`config.mk`:
```
export PLATFORM = sky130hd
export DESIGN_NAME = button_step_ctrl
export DESIGN_NICKNAME = d
export VERILOG_FILES = /design/src/rtl/button_step_ctrl.sv
export SDC_FILE = /design/constraint.sdc
export NUM_CORES = 1
export LEC_CHECK = 0
export CAP_MARGIN = 20
export CORE_MARGIN = 2
export CORE_UTILIZATION = 45
export DETAILED_ROUTE_END_ITERATION = 6
export DONT_BUFFER_PORTS = 1
export SLEW_MARGIN = 20
export SYNTH_ARGS = -nofsm -noshare
export SYNTH_HDL_FRONTEND = slang
export SYNTH_SLANG_ARGS = --single-unit
```
`constraint.sdc`:
```
create_clock -name clk -period 1.9 [get_ports clk]
set_clock_uncertainty 0.2 [all_clocks]
set_input_delay 0.19 -clock clk [delete_from_list [all_inputs] [get_ports clk]]
set_output_delay 0.19 -clock clk [all_outputs]
set_load 0.02 [all_outputs]
```
`src/rtl/button_step_ctrl.sv`:
```
// -----------------------------------------------------------------------------
// button_step_ctrl
//
// Turns two raw pushbuttons (up / down) into single-cycle step pulses for a
// downstream up/down counter. Each button is synchronised, then debounced, and
// a small FSM decides when to step and in which direction. Pressing both
// buttons together locks stepping out until both are released.
//
// Optional feature:
//   AUTO_REPEAT_BUTTON_EN  when defined, a held button auto-repeats: first
//                          repeat REPEAT_DELAY cycles after the initial step,
//                          then one step every REPEAT_RATE cycles. When it is
//                          undefined, the repeat timer is not built and each
//                          press gives exactly one step.
//
// Parameters:
//   DEBOUNCE_CYC  stable synchronised samples needed to change a level (>=1)
//   REPEAT_DELAY  cycles from first step to first repeat step          (>=2)
//   REPEAT_RATE   cycles between successive repeat steps               (>=2)
//
// Ports:
//   clk       in   clock, everything updates on the rising edge
//   reset     in   synchronous, active-high
//   btn_up    in   raw asynchronous up button, active-high
//   btn_down  in   raw asynchronous down button, active-high
//   step_en   out  one-cycle step pulse (downstream counter en)
//   step_up   out  direction of the most recent step, 1 = up
//   held      out  high in HELD_UP, HELD_DN or LOCKOUT
//
// state     | meaning
// ----------+------------------------------------------------------------
// S_IDLE    | no button held, waiting for a clean single press
// S_HELD_UP | up held alone, first step issued (repeats if enabled)
// S_HELD_DN | down held alone, first step issued (repeats if enabled)
// S_LOCKOUT | both buttons seen together, no steps until both released
// -----------------------------------------------------------------------------
module button_step_ctrl #(
    parameter int DEBOUNCE_CYC = 4,
    parameter int REPEAT_DELAY = 20,
    parameter int REPEAT_RATE  = 5
) (
    input  logic clk,
    input  logic reset,
    input  logic btn_up,
    input  logic btn_down,
    output logic step_en,
    output logic step_up,
    output logic held
);

    generate
        if (DEBOUNCE_CYC < 1 || REPEAT_DELAY < 2 || REPEAT_RATE < 2) begin : g_param_check
            $error("button_step_ctrl: parameter out of range");
        end
    endgenerate

    localparam int             CW       = $clog2(DEBOUNCE_CYC + 1);
    localparam logic [CW-1:0]  CNT_LAST = CW'(DEBOUNCE_CYC - 1);

    typedef enum logic [1:0] {
        S_IDLE    = 2'd0,
        S_HELD_UP = 2'd1,
        S_HELD_DN = 2'd2,
        S_LOCKOUT = 2'd3
    } state_t;

    // Bit 0 = up button, bit 1 = down button throughout.
    logic [1:0]    r_meta;
    logic [1:0]    r_sync;
    logic [1:0]    r_deb;
    logic [CW-1:0] r_cnt [2];

    state_t r_state;
    state_t w_state_nxt;
    logic   r_step_en;
    logic   r_step_up;
    logic   r_held;
    logic   w_step_en_nxt;
    logic   w_step_up_nxt;
    logic   w_up;
    logic   w_dn;

    always_ff @(posedge clk) begin
        if (reset) begin
            r_meta <= '0;
            r_sync <= '0;
        end else begin
            r_meta <= {btn_down, btn_up};
            r_sync <= r_meta;
        end
    end

    // The counter only runs while the synchronised input disagrees with the
    // debounced level; any agreeing sample throws the partial count away, so
    // a glitch shorter than DEBOUNCE_CYC samples never reaches the FSM.
    always_ff @(posedge clk) begin
        if (reset) begin
            r_deb    <= '0;
            r_cnt[0] <= '0;
            r_cnt[1] <= '0;
        end else begin
            for (int i = 0; i < 2; i++) begin
                if (r_sync[i] == r_deb[i]) begin
                    r_cnt[i] <= '0;
                end else if (r_cnt[i] == CNT_LAST) begin
                    r_deb[i] <= r_sync[i];
                    r_cnt[i] <= '0;
                end else begin
                    r_cnt[i] <= r_cnt[i] + 1'b1;
                end
            end
        end
    end

    assign w_up = r_deb[0];
    assign w_dn = r_deb[1];

`ifdef AUTO_REPEAT_BUTTON_EN
    localparam int            RPT_MAX    = (REPEAT_DELAY > REPEAT_RATE) ? REPEAT_DELAY : REPEAT_RATE;
    localparam int            TW         = $clog2(RPT_MAX);
    localparam logic [TW-1:0] DELAY_LAST = TW'(REPEAT_DELAY - 1);
    localparam logic [TW-1:0] RATE_LAST  = TW'(REPEAT_RATE - 1);

    logic [TW-1:0] r_rpt_tmr;
    logic [TW-1:0] w_rpt_tmr_nxt;
    // Set once the first repeat step has fired; selects the shorter period.
    logic          r_rpt_armed;
    logic          w_rpt_armed_nxt;
    logic          w_rpt_hit;

    assign w_rpt_hit = (r_rpt_tmr == (r_rpt_armed ? RATE_LAST : DELAY_LAST));

    always_ff @(posedge clk) begin
        if (reset) begin
            r_rpt_tmr   <= '0;
            r_rpt_armed <= 1'b0;
        end else begin
            r_rpt_tmr   <= w_rpt_tmr_nxt;
            r_rpt_armed <= w_rpt_armed_nxt;
        end
    end
`endif

    always_comb begin
        w_state_nxt   = r_state;
        w_step_en_nxt = 1'b0;
        w_step_up_nxt = r_step_up;
`ifdef AUTO_REPEAT_BUTTON_EN
        w_rpt_tmr_nxt   = r_rpt_tmr;
        w_rpt_armed_nxt = r_rpt_armed;
`endif
        case (r_state)
            S_IDLE: begin
                // Both high here can only mean they rose together.
                if (w_up && w_dn) begin
                    w_state_nxt = S_LOCKOUT;
                end else if (w_up || w_dn) begin
                    w_state_nxt   = w_up ? S_HELD_UP : S_HELD_DN;
                    w_step_en_nxt = 1'b1;
                    w_step_up_nxt = w_up;
`ifdef AUTO_REPEAT_BUTTON_EN
                    w_rpt_tmr_nxt   = '0;
                    w_rpt_armed_nxt = 1'b0;
`endif
                end
            end
            S_HELD_UP, S_HELD_DN: begin
                if ((r_state == S_HELD_UP) ? w_dn : w_up) begin
                    w_state_nxt = S_LOCKOUT;
                end else if (!((r_state == S_HELD_UP) ? w_up : w_dn)) begin
                    w_state_nxt = S_IDLE;
                end else begin
`ifdef AUTO_REPEAT_BUTTON_EN
                    if (w_rpt_hit) begin
                        w_step_en_nxt   = 1'b1;
                        w_step_up_nxt   = (r_state == S_HELD_UP);
                        w_rpt_tmr_nxt   = '0;
                        w_rpt_armed_nxt = 1'b1;
                    end else begin
                        w_rpt_tmr_nxt = r_rpt_tmr + 1'b1;
                    end
`endif
                end
            end
            S_LOCKOUT: begin
                if (!w_up && !w_dn) begin
                    w_state_nxt = S_IDLE;
                end
            end
            default: begin
                w_state_nxt = S_IDLE;
            end
        endcase
    end

    always_ff @(posedge clk) begin
        if (reset) begin
            r_state   <= S_IDLE;
            r_step_en <= 1'b0;
            r_step_up <= 1'b1;
            r_held    <= 1'b0;
        end else begin
            r_state   <= w_state_nxt;
            r_step_en <= w_step_en_nxt;
            r_step_up <= w_step_up_nxt;
            r_held    <= (w_state_nxt != S_IDLE);
        end
    end

    assign step_en = r_step_en;
    assign step_up = r_step_up;
    assign held    = r_held;

endmodule

```
# After elaboration in Yosys (flattened, before gate mapping)
# Memory sizes are Yosys's and may differ from the RTL's.
# Index checks and enable logic that the tools add are counted.
[totals]
regBits = 11
mem_bits_rw = 6
input_bits = 4
output_inout_bits = 3
wordCells = 80
memories = 1
[mem_list]
columns = ["name", "depth", "word_bits", "rd", "rd_clocked_by_memory_dff", "wr", "line_no", "rtl"]
rows = [
  ["r_cnt", 2, 3, 2, 0, 2, "71", "logic [CW-1:0] r_cnt [2];"],
]
[op_classes]
addsub = 2
eq_ne = 7
n_mux = 40
n_bitwise = 10
n_reduce_logical = 12
[ops]
columns = ["cell", "n"]
rows = [
  ["$mux W1", 27],
  ["$mux W3", 6],
  ["$mux W2", 6],
  ["$add A3 B1 Y3 const B", 2],
  ["$eq A3 B2 Y1 const B", 2],
  ["$or A1 B1 Y1", 6],
  ["$pmux W2 S3", 1],
  ["$eq A2 B2 Y1 const B", 2],
  ["$not A1 Y1", 4],
  ["$reduce_and A2 Y1", 2],
  ["$reduce_and A3 Y1", 1],
  ["$reduce_or A3 Y1", 1],
  ["$eq A1 B1 Y1", 2],
  ["$eq A2 B1 Y1 const B", 1],
  ["$logic_and A1 B1 Y1", 2],
  ["$logic_not A1 Y1", 2],
  ["$logic_not A2 Y1", 1],
  ["$reduce_bool A2 Y1", 1],
  ["$reduce_or A2 Y1", 1],
  ["$logic_or A1 B1 Y1", 1],
]

# Longest topological paths before layout
[logic_depth]
ltp_word = 7
mapped_depth = 7
depth_no_buf = 6

# Worst setup path before layout
# OpenSTA, ideal clock, no wires.
[synth_timing]
kind = "flip-flop to flip-flop"
from = "memory r_cnt[1][0] in the netlist's numbering"
to = "memory r_cnt[1][0] in the netlist's numbering, data pin"
setup_ns = 0.136
arrival_ns = 1.242
setup_slack_ns = 0.322
stages_incl_launch_ff = 5
n_path_buf = 0
cell_sequence = "edfxtp_1 ha_1 ha_1 or3_4 nor2_2"
[synth_lines]
columns = ["element", "line_no"]
rows = [
  ["start, declared", "71"],
]

==> metrics.cfg <==
[synth]
seq_area_frac_synth_pct = 47.8
yosys.area_share.simple_pct = 16.1
synth.distinct_cells = 24
netlist_area_sq_um = 837
postSynthAreaPerCell_sq_um = 10.6
synth_xor_area_share_pct = 2.09
synth_compound_area_share_pct = 11.2
synth_top_family_by_area = simple AND/OR/NAND/NOR gates
synth-adder-area-share_pct = 14.9
synthesis.instances = 79
yosys_warnings = 0
ys_ff_latch = 17
synthMuxAreaShare_pct = 2.39

[routing]
wl_um = 1220
drc = 0
viasPerCell = 4.68
antenna_left = 0
num_vias = 547
dr.pass1.iters = 3
post_drt_wl_per_cell_um = 10.4
drtIter0Drc = 6

[floorplan]
coreArea_sq_um = 1750
start_util_pct = 48.0
die_area_sq_um = 2220
die_x_um = 47.1
core.rowCount = 15
die_h_um = 47.1
pin_count = 7

[power_and_ir_drop]
power_density_nw_per_um2 = 953
p_leak_nw = 0.405
power_w = 0.000913
switchingPower_w = 0.000292
peakVddDrop_v = 0.000454
p_sw_share_pct = 31.9
clkPwrFrac_pct = 20.9
internal_power_w = 0.000621
combPwrFrac_pct = 28.2
pwr-share-seq_pct = 50.9

[layout]
nets = 107
drive_gt1_share_pct = 12.0
post-route-util_pct = 54.9
antenna_cells = 0
area_delta_synth_final_pct = 14.5
fill_cells = 155

[worst_setup_path]
cp_top_family = simple AND/OR/NAND/NOR gates
crit_chain = ha_1 -> ha_1 -> or3_4 -> nor2_2
path_buf_inv = 0
critPathArrivalTime_ns = 1.62
crit_top_cell = ha_1
critical_path_class = reg2reg
cp_data_required_time_ns = 1.86
path_max_fanout = 3
worst_path_max_delay_cell = edfxtp_1
critPathLaunchType = flip-flop
end_kind = flip-flop
cpPeakStageDelay_ns = 0.43

[cts]
insertion_delay_ns = 0.28
clock_sinks = 17
htreeDepth = 1
root_buffer = clkbuf_4
cts_tree = yes
clockBufferDepth = 2
clk_pin_slew_ns = 0.10
cts-buffers-inserted = 3

[place]
hpwl_um = 885
gp_congestion = 0.736
port_buffers = 0

[sta]
fin_tns_setup_ns = 0
fin_crit_sh_pct = 87.8
setup_viol = 0
period_needed_ns = 1.67
slew_viol_final = 0
grt_setup_unrepaired = false
clock.fmax_mhz = 599
hold_viol_final = 0

[global_route]
grt_pass1_vias = 535
grtUsageMet2_pct = 22.5
met1_usage_pct = 17.3
antenna_found_initial = 0
use_met3_pct = 5.00
gr-total-overflow = 0
grt.busiest_layer = met2
grt_usage_pct = 14.2
grt_max_degree = 12
grt_pass1_wl_um = 2170

[outcome]
outcome = finished clean

[run]
drv_cap = 0

[hold_path]
holdCritPathClass = reg2reg

==> state kept, by name (all words and copies together) (netlist names) <==
signal / flops
r_deb: 2
r_meta: 2
r_sync: 2
step_up: 1
held: 1
step_en: 1
r_cnt: 6
r_state: 2
==> through the flow <==
stage          hold slack (ns)  setup WS [ns]  cells  area [sq um]
2_1_floorplan            0.118          0.322     84           856
3_3_place_gp            0.0661          0.261    109           891
3_5_place_dp            0.0657          0.235    109           891
4_1_cts                0.00244          0.203    116           948
5_1_grt                  0.268          0.166    117           958
6_report                 0.247          0.232    117           958
==> power by group through the flow <==
| stage | clock, W | combinational [W] | sequential (W) |
|---|---|---|---|
| final | 0.000190 | 0.000258 | 0.000465 |
| after global routing | 0.000218 | 0.000297 | 0.000469 |
| after CTS | 0.000200 | 0.000254 | 0.000464 |
| after detailed placement | 0 | 0.000241 | 0.000472 |
| after global placement | 0 | 0.000240 | 0.000474 |
| after floorplan | 0 | 0.000209 | 0.000462 |
==> cell usage after synthesis, drive strengths merged <==
cell	n	area [sq um]
clkbuf	1	3.75
or3	2	22.5
dfxtp	11	220
a21o	1	7.51
nand2b	2	12.5
nor2b	6	37.5
nor4b	1	8.76
inv	8	30.0
edfxtp	6	180
conb	1	3.75
xnor2	2	17.5
o31ai	2	15.0
a22o	1	8.76
a311o	1	10.0
mux2i	2	20.0
a21oi	7	35.0
and2	2	12.5
ha	10	125
nor2	9	41.3
buf	1	7.51
o21ai	2	10.0
a21boi	1	7.51
==> cells in the final DEF, fill, tap and decap left out, types with 3 or more instances in the layout <==
master / Yosys / final
a21oi_1: 7 / 7
nor2_1: 6 / 6
conb_1: 1 / 6
dlygate4sd3_1: 0 / 4
ha_1: 10 / 10
nor2_2: 3 / 3
edfxtp_1: 6 / 6
dfxtp_1: 11 / 11
inv_1: 8 / 8
clkbuf_4: 0 / 3
nor2b_1: 6 / 6
==> worst paths after layout <==
path                                                start                        end  depth (start not counted)  slack (ns)
worst max register to register  r_cnt[1][0]$_SDFFCE_PN0P_  r_cnt[1][0]$_SDFFCE_PN0P_                          4        0.23
worst min-delay path                 r_meta[1]$_SDFF_PP0_       r_sync[1]$_SDFF_PP0_                          1        0.25
worst max-delay path            r_cnt[1][0]$_SDFFCE_PN0P_  r_cnt[1][0]$_SDFFCE_PN0P_                          4        0.23
worst min register to register       r_meta[1]$_SDFF_PP0_       r_sync[1]$_SDFF_PP0_                          1        0.25
==> cell type report <==
class,instances,area [sq um],area share [%]
Tap cell,25,31.3,3.26
Inverter,8,30.0,3.13
Timing Repair Buffer,6,55.1,5.74
Clock buffer,3,22.5,2.35
Multi-Input combinational cell,57,414,43.2
Clock inverter,1,5.00,0.522
Sequential cell,17,400,41.8
==> kinds of logic (layout without fill, tap and decap cells) <==
family / count (synthesis) / after routing
muxes: 2 / 2
adders and majority gates: 10 / 10
other: 1 / 6
buffers and inverters: 10 / 18
DFF: 17 / 17
AOI/OAI and AO/OA: 15 / 15
xor gates and xnor gates: 2 / 2
and+or+nand+nor: 22 / 22
==> what timing repair did <==
action / in CTS / in global routing
hold endpoints to repair: 14 / 3
resized for setup: 0 / 0
hold buffers: 3 / 1
setup buffers: 0 / 0
==> metal layers <==
layer  part of all wire (%)  vias up
met5                      0        -
met4                   0.99        0
met3                    2.9        2
met2                     44        7
met1                     52      251
li1                       -      287
(Power assumes the default switching activity.)
